[src/rtl/cw_iambic_keyer.sv]
// Iambic A/B CW keyer: paddle sync/debounce, WPM element timing, PTT hang and sidetone.
// Define CW_SIDETONE_EN to build the square-wave sidetone generator; otherwise sidetone is tied low.
`timescale 1ns/1ps
module cw_iambic_keyer #(
  parameter int TICK_DIV    = 73728,
  parameter int DEBOUNCE_MS = 5,
  parameter int TONE_DIV    = 61440
) (
  input  logic       clk,
  input  logic       rst_n,
  input  logic       paddle_dot_n,
  input  logic       paddle_dash_n,
  input  logic       keyer_en,
  input  logic       mode_b,
  input  logic       reverse,
  input  logic [5:0] wpm,
  input  logic [9:0] hang_ms,
  output logic       cwkey_o,
  output logic       cw_ptt,
  output logic       sidetone
);

  localparam int TW = $clog2(TICK_DIV + 1);
  localparam logic [TW-1:0] TICK_LAST = TW'(TICK_DIV - 1);
  localparam int DW = $clog2(DEBOUNCE_MS + 1);
  localparam logic [DW-1:0] DB_LAST = DW'(DEBOUNCE_MS - 1);

  typedef enum logic [1:0] {IDLE, DOT, DASH, GAP} state_t;

  state_t          state, next_state;
  logic [1:0]      dot_sync, dash_sync;
  logic [1:0]      raw_p, deb_p;
  logic [DW-1:0]   db_cnt [2];
  logic [TW-1:0]   tick_cnt;
  logic            ms_tick;
  logic [5:0]      wpm_c;
  logic [10:0]     acc, acc_sum;
  logic            unit_tick;
  logic [1:0]      unit_cnt;
  logic            dot_p, dash_p;
  logic            dot_mem, dash_mem, last_dash;
  logic            cand_dot, cand_dash;
  logic            start, key_next;
  logic [9:0]      hang_cnt;

  always_ff @(posedge clk or negedge rst_n) begin
    if (!rst_n) begin
      dot_sync  <= 2'b11;
      dash_sync <= 2'b11;
    end else begin
      dot_sync  <= {dot_sync[0], paddle_dot_n};
      dash_sync <= {dash_sync[0], paddle_dash_n};
    end
  end

  assign raw_p = {~dash_sync[1], ~dot_sync[1]};

  // Any sample matching the debounced state restarts the count, so a short glitch never flips it.
  always_ff @(posedge clk or negedge rst_n) begin
    if (!rst_n) begin
      deb_p <= 2'b00;
      for (int i = 0; i < 2; i++) db_cnt[i] <= '0;
    end else begin
      for (int i = 0; i < 2; i++) begin
        if (raw_p[i] == deb_p[i]) begin
          db_cnt[i] <= '0;
        end else if (ms_tick) begin
          if (db_cnt[i] == DB_LAST) begin
            deb_p[i]  <= raw_p[i];
            db_cnt[i] <= '0;
          end else begin
            db_cnt[i] <= db_cnt[i] + 1'b1;
          end
        end
      end
    end
  end

  assign dot_p  = reverse ? deb_p[1] : deb_p[0];
  assign dash_p = reverse ? deb_p[0] : deb_p[1];

  always_ff @(posedge clk or negedge rst_n) begin
    if (!rst_n)       tick_cnt <= '0;
    else if (ms_tick) tick_cnt <= '0;
    else              tick_cnt <= tick_cnt + 1'b1;
  end

  assign ms_tick = (tick_cnt == TICK_LAST);

  always_comb begin
    wpm_c = wpm;
    if (wpm < 6'd5)       wpm_c = 6'd5;
    else if (wpm > 6'd60) wpm_c = 6'd60;
  end

  assign acc_sum   = acc + {5'b0, wpm_c};
  assign unit_tick = ms_tick && (acc_sum >= 11'd1200);

  assign cand_dot  = mode_b ? dot_mem  : (dot_mem  & dot_p);
  assign cand_dash = mode_b ? dash_mem : (dash_mem & dash_p);

  always_ff @(posedge clk or negedge rst_n) begin
    if (!rst_n) state <= IDLE;
    else        state <= next_state;
  end

  always_comb begin
    next_state = state;
    case (state)
      IDLE: begin
        if (dot_p)       next_state = DOT;
        else if (dash_p) next_state = DASH;
      end
      DOT:  if (unit_tick) next_state = GAP;
      DASH: if (unit_tick && unit_cnt == 2'd2) next_state = GAP;
      GAP: begin
        if (unit_tick) begin
          if (last_dash) next_state = cand_dot  ? DOT  : (cand_dash ? DASH : IDLE);
          else           next_state = cand_dash ? DASH : (cand_dot  ? DOT  : IDLE);
        end
      end
      default: next_state = IDLE;
    endcase
    if (!keyer_en) next_state = IDLE;
  end

  assign start    = (next_state != state) && (next_state != IDLE);
  assign key_next = (next_state == DOT) || (next_state == DASH);

  always_ff @(posedge clk or negedge rst_n) begin
    if (!rst_n) begin
      acc      <= '0;
      unit_cnt <= '0;
    end else if (start) begin
      acc      <= '0;
      unit_cnt <= '0;
    end else if (ms_tick) begin
      acc <= unit_tick ? (acc_sum - 11'd1200) : acc_sum;
      if (unit_tick) unit_cnt <= unit_cnt + 1'b1;
    end
  end

  // A memory only latches while the other element or a gap is sounding, so a paddle held
  // into its own element does not queue a repeat after the squeeze is released.
  always_ff @(posedge clk or negedge rst_n) begin
    if (!rst_n) begin
      dot_mem   <= 1'b0;
      dash_mem  <= 1'b0;
      last_dash <= 1'b0;
    end else if (!keyer_en) begin
      dot_mem  <= 1'b0;
      dash_mem <= 1'b0;
    end else begin
      if (start && next_state == DOT)                      dot_mem <= 1'b0;
      else if (dot_p && (state == DASH || state == GAP))   dot_mem <= 1'b1;
      if (start && next_state == DASH)                     dash_mem <= 1'b0;
      else if (dash_p && (state == DOT || state == GAP))   dash_mem <= 1'b1;
      if (start && key_next) last_dash <= (next_state == DASH);
    end
  end

  always_ff @(posedge clk or negedge rst_n) begin
    if (!rst_n) cwkey_o <= 1'b0;
    else        cwkey_o <= key_next;
  end

  // The hang count is held at hang_ms while keyed and only runs once the key is up.
  always_ff @(posedge clk or negedge rst_n) begin
    if (!rst_n) begin
      cw_ptt   <= 1'b0;
      hang_cnt <= '0;
    end else if (key_next) begin
      cw_ptt   <= 1'b1;
      hang_cnt <= hang_ms;
    end else if (cw_ptt && !cwkey_o && ms_tick) begin
      if (hang_cnt <= 10'd1) cw_ptt <= 1'b0;
      if (hang_cnt != 10'd0) hang_cnt <= hang_cnt - 1'b1;
    end
  end

`ifdef CW_SIDETONE_EN
  localparam int SW = $clog2(TONE_DIV + 1);
  localparam logic [SW-1:0] TONE_LAST = SW'(TONE_DIV - 1);
  logic [SW-1:0] tone_cnt;

  always_ff @(posedge clk or negedge rst_n) begin
    if (!rst_n) begin
      tone_cnt <= '0;
      sidetone <= 1'b0;
    end else if (!key_next) begin
      tone_cnt <= '0;
      sidetone <= 1'b0;
    end else if (tone_cnt == TONE_LAST) begin
      tone_cnt <= '0;
      sidetone <= ~sidetone;
    end else begin
      tone_cnt <= tone_cnt + 1'b1;
    end
  end
`else
  // No tone generator in this build: the piezo pin stays low for any legal divider.
  assign sidetone = (TONE_DIV < 0);
`endif

endmodule

[config.mk]
export PLATFORM = sky130hd
export DESIGN_NAME = cw_iambic_keyer
export DESIGN_NICKNAME = d
export VERILOG_FILES = /design/src/rtl/cw_iambic_keyer.sv
export SDC_FILE = /design/constraint.sdc
export NUM_CORES = 1
export LEC_CHECK = 0
export CORE_AREA = 4 4 128 69
export DETAILED_ROUTE_END_ITERATION = 16
export DIE_AREA = 0 0 132 73
export PLACE_DENSITY = 0.69
export RECOVER_POWER = 25
export SLEW_MARGIN = 15
export SYNTH_ARGS = -nofsm -noshare
export SYNTH_HDL_FRONTEND = slang
export SYNTH_SLANG_ARGS = --single-unit
[constraint.sdc]
create_clock -name clk -period 6.41 [get_ports clk]
set_input_delay 1.923 -clock clk [delete_from_list [all_inputs] [get_ports clk]]
set_output_delay 1.923 -clock clk [all_outputs]
set_load 0.02 [all_outputs]
==> results.cfg <==
[critical_path]
cp_data_arrival_time_ps = 6520
crit_required_ps = 6620
startpoint_type = input port
cpPeakStageDelay_ps = 400
slowest_stage = or3_4
endpoint_kind = register
worstPathMaxFanout = 6
path_class = in2reg

[timing]
setup_viol = 0
finClkSkew_ps = 6.48
tightest_slew_ps = 3280
min_period_over_period = 0.984
drv_slew = 60
min_period_ps = 6310
holdWs_ps = 357
final-hold-violation-count = 0
rsz0062_at_grt = yes
max_freq_mhz = 159
relSlewSlack = -1.19

[layout]
fin_cells = 606
area_growth_pct = 31.9
drive_gt1_frac = 0.241
diodes = 0
final_common_cell = dfrtp_1
layout_common_cells = 55 x dfrtp_1, 51 x buf_4, 49 x nand2_1
finalNetCount = 543

[drt]
postRouteAntennaNets = 0
vias = 3420
wl_um = 9660
drtIter0Drc = 412
avgRoutedWirePerCell_um = 15.9
viasPerCell = 5.64
first_pass_iters = 6
drcViolationCount = 0

[logic_synthesis]
synth-edff-count = 0
yosys_warnings = 0
synth.mux.area_fraction = 0.0202
syn_inst = 433
synth-compound-area-share = 0.179
ys_ff_latch = 59
syn_area_um2 = 3780
ys_async_sr_fraction = 1.00
synth_top_family_by_area = simple AND/OR/NAND/NOR gates
synthAdderAreaFrac = 0.0649
ys_types = 66
yosys.area_share.xor_xnor = 0.0672
ys_seq_area_frac = 0.392
synth_nets = 475
synthFlopType = dfrtp_1
synth.avg_cell_area_um2 = 8.73
synthSimpleGateAreaFrac = 0.237

[power]
seqPwrFrac = 0.285
p_sw_w = 0.000670
combPwrFrac = 0.444
powerDensity_nw_per_um2 = 371
swShare = 0.362
p_leak_nw = 2.10
p_clk_frac = 0.271
ir_drop_uv = 153
p_total_w = 0.00185
intPower_w = 0.00118

[run]
drv_cap = 1

[die]
die_x_um = 132
initial_utilization = 0.488
coreArea_um2 = 7740
fp.dieH_um = 73
die_area_um2 = 9640
io_pins = 26
rows = 23

[clock_network]
tritoncts = done
numCtsBuffers = 9
cts_max_path_buffers = 2
clock_sinks = 59
path_clk_slew_ps = 50
cts_hold_buffers = 0
insertion_delay_ps = 320
cts_root_buffer = clkbuf_16
htreeDepth = 3

[global_routing]
track_usage = 0.211
grt.overflow.total = 0
globalRouteMet1Util = 0.323
grt_pass1_vias = 3280
grt_max_degree = 60
met3_usage = 0.0551
grt_busiest_layer = met1
antenna_found_initial = 0
grt_first_pass_wirelength_um = 16200
met2_usage = 0.291

[placed_design]
hpwlAfterDp_um = 6850
placed_cells = 576
gp_congestion = 0.944
port_buffers = 24

[status]
status = finished, violations left
violations = capacitance limit, slew limit

[min_path]
hp-class = reg2reg
[state kept, by name, indices dropped and copies added (netlist names)]
register   flops
cwkey_o        1
deb_p          2
dot_sync       2
acc           11
dash_mem       1
cw_ptt         1
state          2
last_dash      1
tick_cnt      17
dash_sync      2
unit_cnt       2
dot_mem        1
db_cnt         6
hang_cnt      10
[cell families after synthesis]
kind of cell	after synthesis
AO/OA/AOI/OAI	104
XOR/XNOR	29
adder cells (fa/ha/maj)	19
buffers and inverters	37
flip-flops	59
multiplexers	7
other	1
AND/OR/NAND/NOR	177
[worst max-delay path, delay by kind of cell]
kind,cells,cell delay [ps]
AND/OR/NAND/NOR,10,1890
buffers and inverters,3,360
adder cells (fa/ha/maj),3,670
AO/OA/AOI/OAI,7,1280
XOR/XNOR,1,140
multiplexers,1,260
[metrics by stage]
| stage | instance area, µm² | setup slack, ps | utilization | TNS [ps] |
|---|---|---|---|---|
| CTS | 4890 | 5.27 | 0.631 | 0 |
| global route | 4980 | -96.5 | 0.644 | -387 |
| global placement | 4430 | -539 | 0.572 | -7800 |
| floorplan | 3840 | 22.4 | - | 0 |
| finish | 4980 | 101 | 0.644 | 0 |
| detailed placement | 4430 | -690 | 0.572 | -11220 |
[path summary, 6_finish.rpt]
check                              from  depth (start not counted)           end  slack (ps)
setup / recovery                 wpm[3]                         25        acc[8]         100
hold / removal             dash_sync[0]                          0  dash_sync[1]         360
setup reg to reg           tick_cnt[13]                         15        acc[8]        1540
hold reg to reg            dash_sync[0]                          0  dash_sync[1]         360
max in group asynchronous         rst_n                          2   hang_cnt[2]        1750
min in group asynchronous         rst_n                          2        acc[3]        2790
[synthesized netlist by cell type (4+ instances only)]
library cell | number | area [µm²]
or4_1 | 4 | 30.0
and2_1 | 4 | 25.0
a21oi_1 | 26 | 130
clkbuf_1 | 20 | 75.1
nand2_1 | 49 | 184
mux2_2 | 5 | 56.3
ha_1 | 18 | 225
inv_1 | 13 | 48.8
or3_1 | 8 | 50.1
nand4_1 | 6 | 37.5
nand3b_1 | 5 | 37.5
nand3_1 | 16 | 80.1
xnor2_1 | 17 | 149
nor4_1 | 6 | 37.5
o21ai_0 | 28 | 140
nor2_1 | 45 | 169
a211oi_1 | 9 | 67.6
nor3_1 | 7 | 35.0
dfstp_2 | 4 | 105
a21o_1 | 5 | 37.5
nor2b_1 | 4 | 25.0
and3_1 | 5 | 31.3
xor2_1 | 12 | 105
dfrtp_1 | 55 | 1380
[cell type report]
| class | count | area, µm² |
|---|---|---|
| Clock inverter | 3 | 46.3 |
| Clock buffer | 13 | 270 |
| Multi-Input combinational cell | 337 | 2360 |
| Fill cell | 609 | 2760 |
| Timing Repair Buffer | 81 | 653 |
| Sequential cell | 59 | 1480 |
| Inverter | 13 | 48.8 |
| Tap cell | 100 | 125 |
[power by group through the flow]
stage / clock [W] / sequential [W] / combinational (W)
floorplan: 0 / 0.000496 / 0.000427
global placement: 0 / 0.000522 / 0.000667
detailed placement: 0 / 0.000523 / 0.000681
CTS: 0.000513 / 0.000523 / 0.000769
global route: 0.000529 / 0.000535 / 0.000890
finish: 0.000501 / 0.000528 / 0.000821
[repair_timing]
item | in CTS | in global routing
resized for setup | 25 | 34
setup buffers | 8 | 6
pin swaps | 18 | 20
endpoints found under the setup margin | 16 | 16
[metal layers]
metal | share of wire | wire length, µm
met3 | 0.060 | 584
met1 | 0.53 | 5100
met2 | 0.40 | 3900
met4 | 0.0075 | 72
met5 | 0 | 0
(Power assumes the default switching activity.)
